**src/rtl/uart_pkg.sv**
```systemverilog
// Shared definitions for the oversampling UART blocks.
package uart_pkg;

  typedef enum logic [2:0] {
    IDLE,
    START,
    DATA,
    STOP,
    BREAK
  } rx_state_t;

  localparam int OS = 8;

  localparam logic [2:0] SAMPLE_LO  = 3'd3;
  localparam logic [2:0] SAMPLE_MID = 3'd4;
  localparam logic [2:0] SAMPLE_HI  = 3'd5;

  localparam logic IDLE_LEVEL = 1'b1;

endpackage

```
**src/rtl/uart_baud_tick.sv**
```systemverilog
// Fractional phase accumulator; tick is the registered carry out.
// Held at phase zero while run is low so each frame starts aligned.
module uart_baud_tick #(
  parameter int Width = 10,
  parameter int Incr  = 78
) (
  input  logic clk,
  input  logic reset,
  input  logic run,
  output logic tick
);

  logic [Width-1:0] acc;
  logic [Width:0]   sum;

  assign sum = {1'b0, acc} + (Width+1)'(Incr);

  always_ff @(posedge clk or posedge reset) begin
    if (reset) begin
      acc  <= '0;
      tick <= 1'b0;
    end else if (!run) begin
      acc  <= '0;
      tick <= 1'b0;
    end else begin
      acc  <= sum[Width-1:0];
      tick <= sum[Width];
    end
  end

endmodule

```
**src/rtl/uart_rx_os.sv**
```systemverilog
// 8N1 oversampling UART receiver. Define UART_RX_MAJORITY_EN to take
// each bit as a 2-of-3 vote over sub-ticks 3..5 instead of one sample.
module uart_rx_os
  import uart_pkg::*;
#(
  parameter int Width = 10,
  parameter int Incr  = 78,
  parameter int Os    = OS
) (
  input  logic       clk,
  input  logic       reset,
  input  logic       rin,
  output logic [7:0] dout,
  output logic       ready,
  output logic       rxerr,
  output logic       busy
);

  localparam int CW = $clog2(Os);

  rx_state_t   state;
  logic        rs_meta;
  logic        rs;
  logic        tick;
  logic        run;
  logic [CW-1:0] cnt;
  logic [CW-1:0] cnt_n;
  logic [2:0]  idx;
  logic [7:0]  sh;
  logic        samp;
  logic        bitv;

  always_ff @(posedge clk or posedge reset) begin
    if (reset) begin
      rs_meta <= IDLE_LEVEL;
      rs      <= IDLE_LEVEL;
    end else begin
      rs_meta <= rin;
      rs      <= rs_meta;
    end
  end

  assign run = (state != IDLE);

  uart_baud_tick #(
    .Width(Width),
    .Incr (Incr)
  ) u_tick (
    .clk  (clk),
    .reset(reset),
    .run  (run),
    .tick (tick)
  );

  assign cnt_n = cnt + 1'b1;

`ifdef UART_RX_MAJORITY_EN
  logic v_lo;
  logic v_mid;

  always_ff @(posedge clk or posedge reset) begin
    if (reset) begin
      v_lo  <= 1'b0;
      v_mid <= 1'b0;
    end else if (tick) begin
      if (cnt_n == SAMPLE_LO)  v_lo  <= rs;
      if (cnt_n == SAMPLE_MID) v_mid <= rs;
    end
  end

  assign samp = tick && (cnt_n == SAMPLE_HI);
  assign bitv = (v_lo & v_mid) | (v_lo & rs) | (v_mid & rs);
`else
  assign samp = tick && (cnt_n == SAMPLE_MID);
  assign bitv = rs;
`endif

  always_ff @(posedge clk or posedge reset) begin
    if (reset) begin
      state <= IDLE;
      cnt   <= '0;
      idx   <= '0;
      sh    <= '0;
      dout  <= '0;
      ready <= 1'b0;
      rxerr <= 1'b0;
      busy  <= 1'b0;
    end else begin
      ready <= 1'b0;
      rxerr <= 1'b0;
      if (tick) cnt <= cnt_n;
      unique case (state)
        IDLE: begin
          if (rs != IDLE_LEVEL) begin
            state <= START;
            busy  <= 1'b1;
            cnt   <= '0;
          end
        end
        START: begin
          if (samp) begin
            if (bitv) begin
              state <= IDLE;
              busy  <= 1'b0;
            end else begin
              state <= DATA;
              idx   <= '0;
            end
          end
        end
        DATA: begin
          if (samp) begin
            sh  <= {bitv, sh[7:1]};
            idx <= idx + 1'b1;
            if (idx == 3'd7) state <= STOP;
          end
        end
        STOP: begin
          if (samp) begin
            if (bitv) begin
              dout  <= sh;
              ready <= 1'b1;
              busy  <= 1'b0;
              state <= IDLE;
            end else begin
              rxerr <= 1'b1;
              state <= BREAK;
            end
          end
        end
        BREAK: begin
          // one error per low period; wait for mark before rearming
          if (rs == IDLE_LEVEL) begin
            state <= IDLE;
            busy  <= 1'b0;
          end
        end
        default: state <= IDLE;
      endcase
    end
  end

endmodule

```
**config.mk**
```make
export PLATFORM = sky130hd
export DESIGN_NAME = uart_rx_os
export DESIGN_NICKNAME = d
export VERILOG_FILES = /design/src/rtl/uart_pkg.sv /design/src/rtl/uart_baud_tick.sv /design/src/rtl/uart_rx_os.sv
export SDC_FILE = /design/constraint.sdc
export NUM_CORES = 1
export LEC_CHECK = 0
export ABC_CLOCK_PERIOD_IN_PS = 2000
export BUFFER_PORTS_ARGS = -buffer_cell sky130_fd_sc_hd__buf_2
export CAP_MARGIN = 20
export CELL_PAD_IN_SITES_DETAIL_PLACEMENT = 1
export CELL_PAD_IN_SITES_GLOBAL_PLACEMENT = 1
export CORE_UTILIZATION = 40
export DETAILED_ROUTE_END_ITERATION = 8
export HOLD_SLACK_MARGIN = 0.02
export PLACE_DENSITY_LB_ADDON = 0.1
export SLEW_MARGIN = 20
export SYNTH_ARGS = -nofsm -noshare
export SYNTH_HDL_FRONTEND = slang
export SYNTH_HIERARCHICAL = 1
export SYNTH_SLANG_ARGS = --single-unit
```
**constraint.sdc**
```tcl
create_clock -name clk -period 2 [get_ports clk]
set_clock_uncertainty 0.2 [all_clocks]
set_input_delay 0.2 -clock clk [delete_from_list [all_inputs] [get_ports clk]]
set_output_delay 0.2 -clock clk [all_outputs]
set_load 0.02 [all_outputs]
```
==> key figures, run 1 <==
Clock network
  – CTS clock-pin slew for the worst setup and hold paths: 0.08 ns
  – Worst-skew pair later-pin latency: between 0.2 and 0.3 ns
  – Number of clock sinks seen by CTS: 40
  – TritonCTS clock tree: yes
  – CTS HTree Levels: 2
  – Inserted Clock Buffers: 5
  – Root buf cell: clkbuf_8
  – Largest buffer count on any clock path: 2

Final layout
  – Diodes inserted: 0
  – Area growth from synthesis to final layout: 21.9%
  – Footprint of the multi-input gates: between 700 and 800 µm²
  – Most common library cell in the layout ignoring fill and taps: dfrtp_1
  – Final standard cell area without fillers: around 2100 µm²
  – Filler cell count in the final layout: between 400 and 500
  – Layout Nets: between 150 and 200
  – Fraction of layout instances using a drive strength above 1: 0.383
  – Register cell area after layout: around 1000 µm²
  – Most frequent cells in the layout: dfrtp_1 (36), mux2_2 (17), buf_2 (13)

STA
  – Final Critical Period: 1.95 ns
  – Highest attainable clock frequency: between 0.5 and 0.6 GHz
  – Number of hold-slack violations in the final timing report: 0
  – Crit share post-route: 0.976
  – Worst rel slew slack: 0.726
  – Transition time at the pin with the least slew margin: between 0.4 and 0.5 ns
  – Least setup slack across all paths after layout: about 0.048 ns
  – Number of failing setup endpoints in the final timing report: 0
  – Total count of max-transition violations in the final report: 0

Synthesis
  – Commonest register cell after synthesis: dfrtp_1
  – Dominant cell type by area after synthesis: dfrtp_1
  – Syn Area/Cell: between 10 and 15 µm²
  – Register bit total from synthesis: 40
  – Fraction of post-synthesis cell area in the top cell type by area: 0.548
  – Share of synthesized registers carrying an async set or reset: 1.00
  – Synth Cell Area: about 1700 µm²
  – Mapped Cells: ~130
  – Synth Net Count: 140
  – Top area cells in the synthesized netlist: dfrtp_1 (55%), mux2_2 (11%), ha_1 (3.6%)
  – Syn. warnings: 6
  – Distinct cell type count after synthesis: 37
  – Share of synthesized area occupied by flip-flops and latches: 0.578
  – Number of synthesized flops with an enable pin: 0

Routing
  – Vias: roughly 1100
  – Per-cell via count in the routed design: between 5 and 6
  – Final WL: approximately 3300 µm
  – Drt first pass iters: 3
  – Final antenna-violating net count: 0
  – Average wire per cell in the routed design: roughly 16 µm
  – Remaining design rule violation count: 0
  – First-iteration detailed-routing DRC count: 57

Run
  – Maximum capacitance violations: 0

Critical path
  – Startpoint-to-endpoint class of the critical path: register to register
  – Arrival time of the worst setup path: around 1.9 ns
  – Endpoint kind of the worst setup timing path: register
  – Highest fanout seen on the critical path: 9
  – Startpoint type of the worst setup path: register
  – Required time of the critical path: ~2.0 ns

Global routing
  – Antenna violations before repair: 0
  – Pin count of the biggest net entering global routing: 31
  – First-pass GRT wire length: 5550 µm
  – Total global routing overflow: 0
  – Overall Global Routing Usage: 0.168
  – Via count of the first global-routing pass: 1150

Power
  – Pwr/cell area: 722 nW/µm²
  – Largest vdd supply drop: roughly 400 µV
  – Standby leakage power: between 0.0009 and 0.001 µW

Placed design
  – Detailed-placement wirelength estimate: ~2300 µm
  – Place WS: -0.000444 ns
  – Routability congestion estimate: between 0.8 and 0.9
  – Number of buffer cells added on primary ports: 13
  – Instance area after placement: ~1900 µm²

Die
  – Width of the die: just under 70 µm
  – Number of primary I/O pins: 14
  – Vertical die dimension: roughly 68 µm
  – Core area: between 4000 and 5000 µm²
  – Core Rows: 23
  – Starting Density: 0.425
  – Die ar.: around 4600 µm²

Outcome
  – Outcome: complete, no violations

Worst hold path
  – Kind of path behind the tightest hold check: register to register
critical path, stage by stage, from the launching register on:
cell     delay, ns
dfrtp_2       0.45
ha_4          0.19
xnor2_4       0.19
nor4_4        0.30
buf_6         0.18
mux2_2        0.34
report_power, final:
group / internal, µW / total (µW) / switching (µW)
Sequential: 812 / 814 / 2.70
Clock: 408 / 688 / 280
Combinational: 6.78 / 25.8 / 19.0
path summary, 6_finish.rpt:
kind                            startpoint            end  slack [ns]  cells after the start
worst max-delay path                cnt[0]          sh[2]        0.05                      5
worst min-delay path               rs_meta           bitv        0.16                      0
worst max register to register      cnt[0]          sh[2]        0.05                      5
worst min register to register     rs_meta           bitv        0.16                      0
max in group asynchronous            reset        rs_meta        0.95                      4
min in group asynchronous            reset  u_tick/acc[5]        0.24                      3
flip-flops by register name (all words and copies together) (netlist names):
name         flops
cnt              3
sh               8
u_tick/tick      1
dout             8
state            3
ready            1
rxerr            1
rs_meta          1
idx              3
bitv             1
busy             1
u_tick/acc       9
layer usage:
layer | part of all wire | vias up | GRT usage
met5 | 0 | - | 0
met4 | 0.010 | 0 | 0.0469
met3 | 0.025 | 4 | 0.0500
met2 | 0.52 | 12 | 0.282
met1 | 0.45 | 546 | 0.210
li1 | - | 519 | -
cell families after synthesis:
group | share of synthesized area
flip-flops | 0.578
AND/OR/NAND/NOR | 0.129
multiplexers | 0.116
AO/OA/AOI/OAI | 0.0800
XOR/XNOR | 0.0404
buffers and inverters | 0.0202
adder cells (fa/ha/maj) | 0.0360
repair_timing:
item                       CTS  global route
buffers inserted             0             1
pin swaps                    0             1
cloned                       0             1
hold buffers                 2             0
setup endpoints to repair    1            18
resized for setup            1             9
hold endpoints to repair    39             0
metrics by stage:
step,util,setup TNS [ns],total power [µW],cells,hold WS (ns)
after floorplan,-,0,844,132,-0.160
after global placement,0.469,0,854,200,-0.00193
after detailed placement,0.469,-0.000444,855,200,0.0165
after CTS,0.505,0,1550,210,0.158
after global routing,0.518,-0.0643,1590,212,0.164
final,0.518,0,1530,212,0.157
cells in the mapped netlist, types with 2 or more instances:
library cell  number
ha_1               5
dfrtp_1           38
or3_1              2
nor2b_1            2
a22o_1             2
a21oi_1            3
o21ai_0            2
nor2_1             9
or3b_2             2
and2_1             5
dfstp_2            2
xnor2_1            7
nand2_1            6
inv_1              6
nand2b_1           2
nor3_1             2
mux2_2            17
layout make-up:
| type | count | area share |
|---|---|---|
| tap | 50 | 0.0296 |
| inverter | 6 | 0.0106 |
| sequential | 40 | 0.475 |
| multi-input combinational | 84 | 0.351 |
| clock inverter | 2 | 0.0183 |
| timing repair buffer | 24 | 0.0757 |
| clock buffer | 6 | 0.0390 |
Power figures use the tool's default switching activity.
==> inputs of run 2 (changes only) <==
--- a/config.mk
+++ b/config.mk
@@ -10,10 +10,13 @@
 export CAP_MARGIN = 20
 export CELL_PAD_IN_SITES_DETAIL_PLACEMENT = 1
 export CELL_PAD_IN_SITES_GLOBAL_PLACEMENT = 1
+export CORE_ASPECT_RATIO = 0.9
 export CORE_UTILIZATION = 40
+export CTS_BUF_LIST = sky130_fd_sc_hd__clkbuf_2 sky130_fd_sc_hd__clkbuf_4 sky130_fd_sc_hd__clkbuf_8
 export DETAILED_ROUTE_END_ITERATION = 8
 export HOLD_SLACK_MARGIN = 0.02
 export PLACE_DENSITY_LB_ADDON = 0.1
+export SETUP_SLACK_MARGIN = 0.4
 export SLEW_MARGIN = 20
 export SYNTH_ARGS = -nofsm -noshare
 export SYNTH_HDL_FRONTEND = slang
==> run 2 against run 1 <==
- non-clock buffer count is 21 higher
- setup slack worse by 0.0081 ns
- sequential cell count stayed put
- hold slack better by 0.012 ns
- critical endpoint is now sh[7]
- largest power group unchanged
==> key figures, run 2 (synthesized netlist as in run 1, its figures left out) <==
Final layout
  – Fraction of layout instances using a drive strength above 1: 0.503 (+0.120)
  – Diodes inserted: 0 (unchanged)
  – Registers with the highest flip-flop counts: u_tick/acc: 9 flops, dout: 8 flops, sh: 8 flops
  – Final Non-Filler Cells: 231 (+9.0%)
  – Layout Nets: 190 (+12%)
  – Most frequent cells in the layout: dfrtp_1 (37), buf_4 (23), mux2_4 (15)
  – Final standard cell area without fillers: 2410 µm² (+14%)
  – Number of flip-flops under the largest register name: 9 (unchanged)
  – Final core utilization: 0.583 (+0.0653)
  – Most common library cell in the layout ignoring fill and taps: dfrtp_1
  – Largest register by flop count: u_tick/acc
  – Area growth from synthesis to final layout: 38.7%

Outcome
  – Outcome: complete, no violations

Die
  – Core area: 4130 µm² (+1.0%)
  – Vertical die dimension: 64.5 µm (-5.0%)
  – Number of primary I/O pins: 14 (unchanged)
  – Core Rows: 22 (-4.3%)
  – Starting Density: 0.420 (-0.00438)
  – Width of the die: 71.4 µm (+5.3%)
  – Die ar.: 4610 µm² (about the same)

Clock network
  – CTS clock-pin slew for the worst setup and hold paths: 0.08 ns (about the same)
  – Worst-skew pair later-pin latency: 0.30 ns (about the same)
  – Inserted Clock Buffers: 5 (unchanged)
  – CTS HTree Levels: 2 (unchanged)
  – Number of clock sinks seen by CTS: 40 (unchanged)
  – Root buf cell: clkbuf_8
  – Largest buffer count on any clock path: 2 (unchanged)
  – TritonCTS clock tree: yes

Critical path
  – Endpoint kind of the worst setup timing path: register
  – CP max stage cell: dfrtp_1
  – Arrival time of the worst setup path: 1.94 ns (about the same)
  – Highest fanout seen on the critical path: 4 (-5)
  – Delay of the slowest cell on the worst path: 0.44 ns (about the same)
  – Startpoint type of the worst setup path: register
  – Chain of cells forming the critical path: ha_2, nand2_4, nor4_4, buf_4, mux2_2
  – Startpoint-to-endpoint class of the critical path: register to register
  – Number of cell instances on the worst register-to-register path: 5 (unchanged)
  – Required time of the critical path: 1.98 ns (about the same)

Run
  – Maximum capacitance violations: 0 (unchanged)

STA
  – Worst rel slew slack: 0.723 (-0.00306)
  – Unrepaired setup endpoints after global routing: true
  – Highest attainable clock frequency: 0.510 GHz (-0.41%)
  – Crit share post-route: 0.980 (+0.00406)
  – Number of hold-slack violations in the final timing report: 0 (unchanged)
  – Final Critical Period: 1.96 ns (+0.00811 ns)
  – Transition time at the pin with the least slew margin: 0.416 ns (+0.00459 ns)
  – Number of failing setup endpoints in the final timing report: 0 (unchanged)
  – Total count of max-transition violations in the final report: 0 (unchanged)

Global routing
  – Pin count of the biggest net entering global routing: 31 (unchanged)
  – Global Route met3 Usage: 0.0591 (+0.00910)
  – Via count of the first global-routing pass: 1313 (+14%)
  – Overall Global Routing Usage: 0.185 (+0.0169)
  – Antenna violations before repair: 0 (unchanged)
  – First-pass GRT wire length: 6350 µm (+15%)
  – Met2 Usage GRT: 0.296 (+0.0143)
  – M1 GR Usage: 0.235 (+0.0252)
  – Top Usage Layer GRT: met2
  – Total global routing overflow: 0 (unchanged)

Routing
  – Drt first pass iters: 3 (unchanged)
  – Remaining design rule violation count: 0 (unchanged)
  – Final antenna-violating net count: 0 (unchanged)
  – Vias: 1195 (+11%)
  – Final WL: 4110 µm (+25%)
  – First-iteration detailed-routing DRC count: 26 (-54%)
  – Average wire per cell in the routed design: 17.8 µm (+15%)
  – Per-cell via count in the routed design: 5.17 (+1.5%)

Power
  – Standby leakage power: 0.00111 µW (+13%)
  – Pwr/cell area: 643 nW/µm² (-11%)
  – Largest vdd supply drop: 386 µV (-2.7%)

Placed design
  – Cell total after placement: 197 (-1.5%)
  – Routability congestion estimate: 0.732 (-10%)
  – Detailed-placement wirelength estimate: 2260 µm (-1.9%)
  – Number of buffer cells added on primary ports: 13 (unchanged)
  – Instance area after placement: 1930 µm² (+0.65%)

Worst hold path
  – Kind of path behind the tightest hold check: register to register
  – Hold Path Stages: 0 (unchanged)
run 2: cell count changes in the layout (fill, tap and decap cells not counted), sizes merged:
cell,previous run,this run
buf,22,43
run 2: path summary, 6_finish.rpt:
check / slack (ns) / to / start
setup / recovery: 0.04 / sh[7] / cnt[1]
hold / removal: 0.17 / bitv / rs_meta
setup reg to reg: 0.04 / sh[7] / cnt[1]
hold reg to reg: 0.17 / bitv / rs_meta
max in group asynchronous: 0.93 / bitv / reset
min in group asynchronous: 0.25 / u_tick/acc[3] / reset
run 2: cell type report:
| type | instances | area [µm²] |
|---|---|---|
| clock buffers | 6 | 82.6 |
| multi-input cells | 84 | 862 |
| flip-flops and latches | 40 | 1000 |
| repair buffers | 45 | 337 |
| inverters | 6 | 22.5 |
| well taps | 48 | 60.1 |
| clock inverters | 2 | 38.8 |
| fillers | 411 | 1720 |
run 2: worst max-delay path, delay by kind of cell, from the launching register on:
family / cells / cell delay [ns]
adders and majority gates: 1 / 0.25
buffers and inverters: 1 / 0.20
DFF: 1 / 0.44
muxes: 1 / 0.33
and+or+nand+nor: 2 / 0.41
run 2: metrics by stage:
step | hold slack (ns) | worst slack [ns] | TNS, ns | total power [µW]
after global routing | 0.170 | -0.0415 | -0.0923 | 1590
final | 0.169 | 0.0394 | 0 | 1550
after CTS | 0.161 | 0.105 | 0 | 1550
after detailed placement | 0.0169 | 0.0518 | 0 | 855
after floorplan | -0.160 | 0.138 | 0 | 845
after global placement | 0.00146 | 0.0768 | 0 | 855
run 2: timing repair:
item | in CTS | in global routing
resized for setup | 9 | 32
setup buffers | 11 | 11
hold buffers | 2 | 0
endpoints found under the setup margin | 37 | 31
cloned | 1 | 1
pin swaps | 3 | 14
endpoints found under the hold margin | 39 | 0
run 2: per-layer routing:
layer	vias to the layer above	wire length, µm
met5	-	0
met1	619	1940
met4	0	43
li1	562	-
met2	10	2060
met3	4	68
run 2: where the power goes:
part	leakage [µW]	internal, µW	switching, µW
Clock	0.0000614	408	294
Combinational	0.000528	10.1	22.3
Sequential	0.000518	812	2.20
==> inputs of run 3 (changes only) <==
--- a/config.mk
+++ b/config.mk
@@ -12,7 +12,7 @@
 export CELL_PAD_IN_SITES_GLOBAL_PLACEMENT = 1
 export CORE_ASPECT_RATIO = 0.9
 export CORE_UTILIZATION = 40
-export CTS_BUF_LIST = sky130_fd_sc_hd__clkbuf_2 sky130_fd_sc_hd__clkbuf_4 sky130_fd_sc_hd__clkbuf_8
+export CTS_BUF_LIST = sky130_fd_sc_hd__clkbuf_16
 export DETAILED_ROUTE_END_ITERATION = 8
 export HOLD_SLACK_MARGIN = 0.02
 export PLACE_DENSITY_LB_ADDON = 0.1
==> constraint.sdc (replaced) <==
create_clock -name clk -period 2 [get_ports clk]
set_clock_uncertainty 0.2 [all_clocks]
set_input_delay 0.4 -clock clk [delete_from_list [all_inputs] [get_ports clk]]
set_output_delay 0.4 -clock clk [all_outputs]
set_load 0.02 [all_outputs]
==> run 3 against run 2 <==
- wire length down 6.2%
- critical endpoint is now dout[7]
- via count down 2.7%
- highest routed layer unchanged
- setup slack better by 0.092 ns
==> key figures, run 3 (synthesized netlist as in run 1, its figures left out) <==
Outcome
  – Outcome: complete, no violations

Run
  – Maximum capacitance violations: 0 (unchanged)

Global routing
  – Total global routing overflow: 0 (unchanged)
  – Antenna violations before repair: 0 (unchanged)
  – Overall Global Routing Usage: 0.189 (+0.00344)
  – Via count of the first global-routing pass: 1297 (-1.2%)
  – Pin count of the biggest net entering global routing: 21 (-32%)
  – First-pass GRT wire length: 6440 µm (+1.3%)

Worst hold path
  – Worst min-delay path startpoint: rs_meta
  – Hold Path Stages: 0 (unchanged)
  – Kind of path behind the tightest hold check: register to register
  – End point of the most critical hold path: bitv

Critical path
  – Top Family by Delay on Critical Path: flip-flops
  – Number of cell instances on the worst register-to-register path: 4 (-1)
  – Required time of the critical path: 1.96 ns (-0.02 ns)
  – Endpoint kind of the worst setup timing path: register
  – Chain of cells forming the critical path: inv_1, nor4_4, buf_6, mux2_2
  – Buffers & Inverters on Critical Path: 2 (+1)
  – CP max stage cell: dfstp_2
  – Startpoint type of the worst setup path: register
  – Worst R2R Start: bitv
  – Reg-to-reg endpoint: dout[7]
  – Delay of the slowest cell on the worst path: 0.59 ns (+0.15 ns)
  – Register-to-register path setup slack: 0.13 ns (+0.09 ns)
  – Highest fanout seen on the critical path: 9 (+5)
  – Arrival time of the worst setup path: 1.83 ns (-0.11 ns)
  – Startpoint-to-endpoint class of the critical path: register to register

Routing
  – Final antenna-violating net count: 0 (unchanged)
  – Drt first pass iters: 4 (+1)
  – Average wire per cell in the routed design: 17.4 µm (-2.0%)
  – Remaining design rule violation count: 0 (unchanged)
  – Vias: 1163 (-2.7%)
  – Per-cell via count in the routed design: 5.26 (+1.7%)
  – Final WL: 3850 µm (-6.2%)
  – First-iteration detailed-routing DRC count: 29 (+12%)

STA
  – Total count of max-transition violations in the final report: 0 (unchanged)
  – Number of hold-slack violations in the final timing report: 0 (unchanged)
  – Highest attainable clock frequency: 0.535 GHz (+4.9%)
  – Crit share post-route: 0.934 (-0.0460)
  – Transition time at the pin with the least slew margin: 0.487 ns (+0.0711 ns)
  – Number of failing setup endpoints in the final timing report: 0 (unchanged)
  – Final Critical Period: 1.87 ns (-0.0920 ns)
  – Unrepaired setup endpoints after global routing: true
  – Worst rel slew slack: 0.675 (-0.0475)
  – Final setup TNS: 0 ns (unchanged)

Power
  – Largest vdd supply drop: 480 µV (+24%)
  – Sequential share of power: 0.473 (-0.053)
  – Total Power: 1730 µW (+11%)
  – Pwr/cell area: 723 nW/µm² (+12%)
  – Clock share of power: 0.507 (+0.054)
  – P_int: 1400 µW (+14%)
  – Standby leakage power: 0.00107 µW (-3.0%)
  – Switching power: 321 µW (+0.95%)
  – Switching share of power: 0.186 (-0.0194)
  – Combinational share of power: 0.020 (about the same)

Final layout
  – Most frequent cells in the layout: dfrtp_1 (35), buf_4 (13), buf_2 (13)
  – Number of flip-flops under the largest register name: 9 (unchanged)
  – Fraction of layout instances using a drive strength above 1: 0.486 (-0.0172)
  – Diodes inserted: 0 (unchanged)
  – Filler cell count in the final layout: 419 (+1.9%)
  – Layout Nets: 180 (-5.3%)
  – Most common library cell in the layout ignoring fill and taps: dfrtp_1
  – Final core utilization: 0.578 (-0.00515)
  – Largest register by flop count: u_tick/acc
  – Area growth from synthesis to final layout: 37.5%
  – Registers with the highest flip-flop counts: u_tick/acc: 9 flops, dout: 8 flops, sh: 8 flops

Clock network
  – CTS clock-pin slew for the worst setup and hold paths: 0.06 ns (-0.02 ns)
  – Root buf cell: clkbuf_16
  – Number of clock sinks seen by CTS: 40 (unchanged)
  – CTS HTree Levels: 2 (unchanged)
  – Largest buffer count on any clock path: 2 (unchanged)
  – Worst-skew pair later-pin latency: 0.28 ns (-0.02 ns)
  – Inserted Clock Buffers: 5 (unchanged)
  – TritonCTS clock tree: yes

Die
  – Core Rows: 22 (unchanged)
  – Width of the die: 71.4 µm (unchanged)
  – Vertical die dimension: 64.5 µm (unchanged)
  – Number of primary I/O pins: 14 (unchanged)
  – Starting Density: 0.420 (unchanged)
  – Core area: 4130 µm² (unchanged)
  – Die ar.: 4610 µm² (unchanged)

Placed design
  – Number of buffer cells added on primary ports: 13 (unchanged)
  – Detailed-placement wirelength estimate: 2240 µm (-1.1%)
  – Routability congestion estimate: 0.728 (-0.64%)
[run 3: per-stage QoR]
step / setup slack (ns) / instances / instance area (µm²) / hold WS [ns]
after floorplan: 0.138 / 132 / 1780 / 0.0402
after CTS: 0.125 / 218 / 2280 / 0.156
after detailed placement: 0.0670 / 197 / 1940 / 0.147
final: 0.131 / 221 / 2390 / 0.155
after global placement: 0.0791 / 197 / 1940 / 0.147
after global routing: 0.0587 / 221 / 2390 / 0.164
[run 3: repair_timing]
action / in CTS / in global routing
endpoints found under the hold margin: 19 / 0
gates cloned: 1 / 0
hold buffers: 2 / 0
setup endpoints to repair: 37 / 30
buffers inserted: 10 / 3
pin swaps: 5 / 12
resized for setup: 18 / 19
[run 3: how the worst max path moves through the flow]
stage | from | end | slack [ns] | cells after the start
floorplan | cnt[0] | dout[0] | 0.14 | 4
global placement | state[0] | idx[0] | 0.08 | 3
detailed placement | cnt[0] | sh[4] | 0.07 | 5
CTS | cnt[0] | sh[0] | 0.13 | 5
global route | bitv | dout[7] | 0.06 | 4
finish | bitv | dout[7] | 0.13 | 4
[run 3: power by group through the flow]
stage / Clock, µW / Combinational (µW) / Sequential (µW)
detailed placement: 0 / 28.2 / 831
global placement: 0 / 26.8 / 831
floorplan: 0 / 15.6 / 829
global route: 924 / 39.3 / 815
CTS: 894 / 33.9 / 815
finish: 876 / 34.3 / 816
[run 3: cell type report]
type	instances	area (µm²)	area share
Clock buffer	5	125	0.0524
Tap cell	48	60.1	0.0252
Clock inverter	3	37.5	0.0157
Multi-Input combinational cell	84	863	0.362
Timing Repair Buffer	35	270	0.113
Sequential cell	40	1010	0.422
Inverter	6	22.5	0.00944
[run 3: layer usage]
metal | GRT usage | up-vias | part of all wire
li1 | - | 542 | -
met1 | 0.235 | 591 | 0.46
met2 | 0.312 | 21 | 0.50
met3 | 0.0373 | 9 | 0.025
met4 | 0.0975 | 0 | 0.019
met5 | 0 | - | 0
[run 3: worst register-to-register path, stage by stage, from the launching register on]
cell	delay, ns
dfstp_2	0.59
inv_1	0.12
nor4_4	0.32
buf_6	0.18
mux2_2	0.34
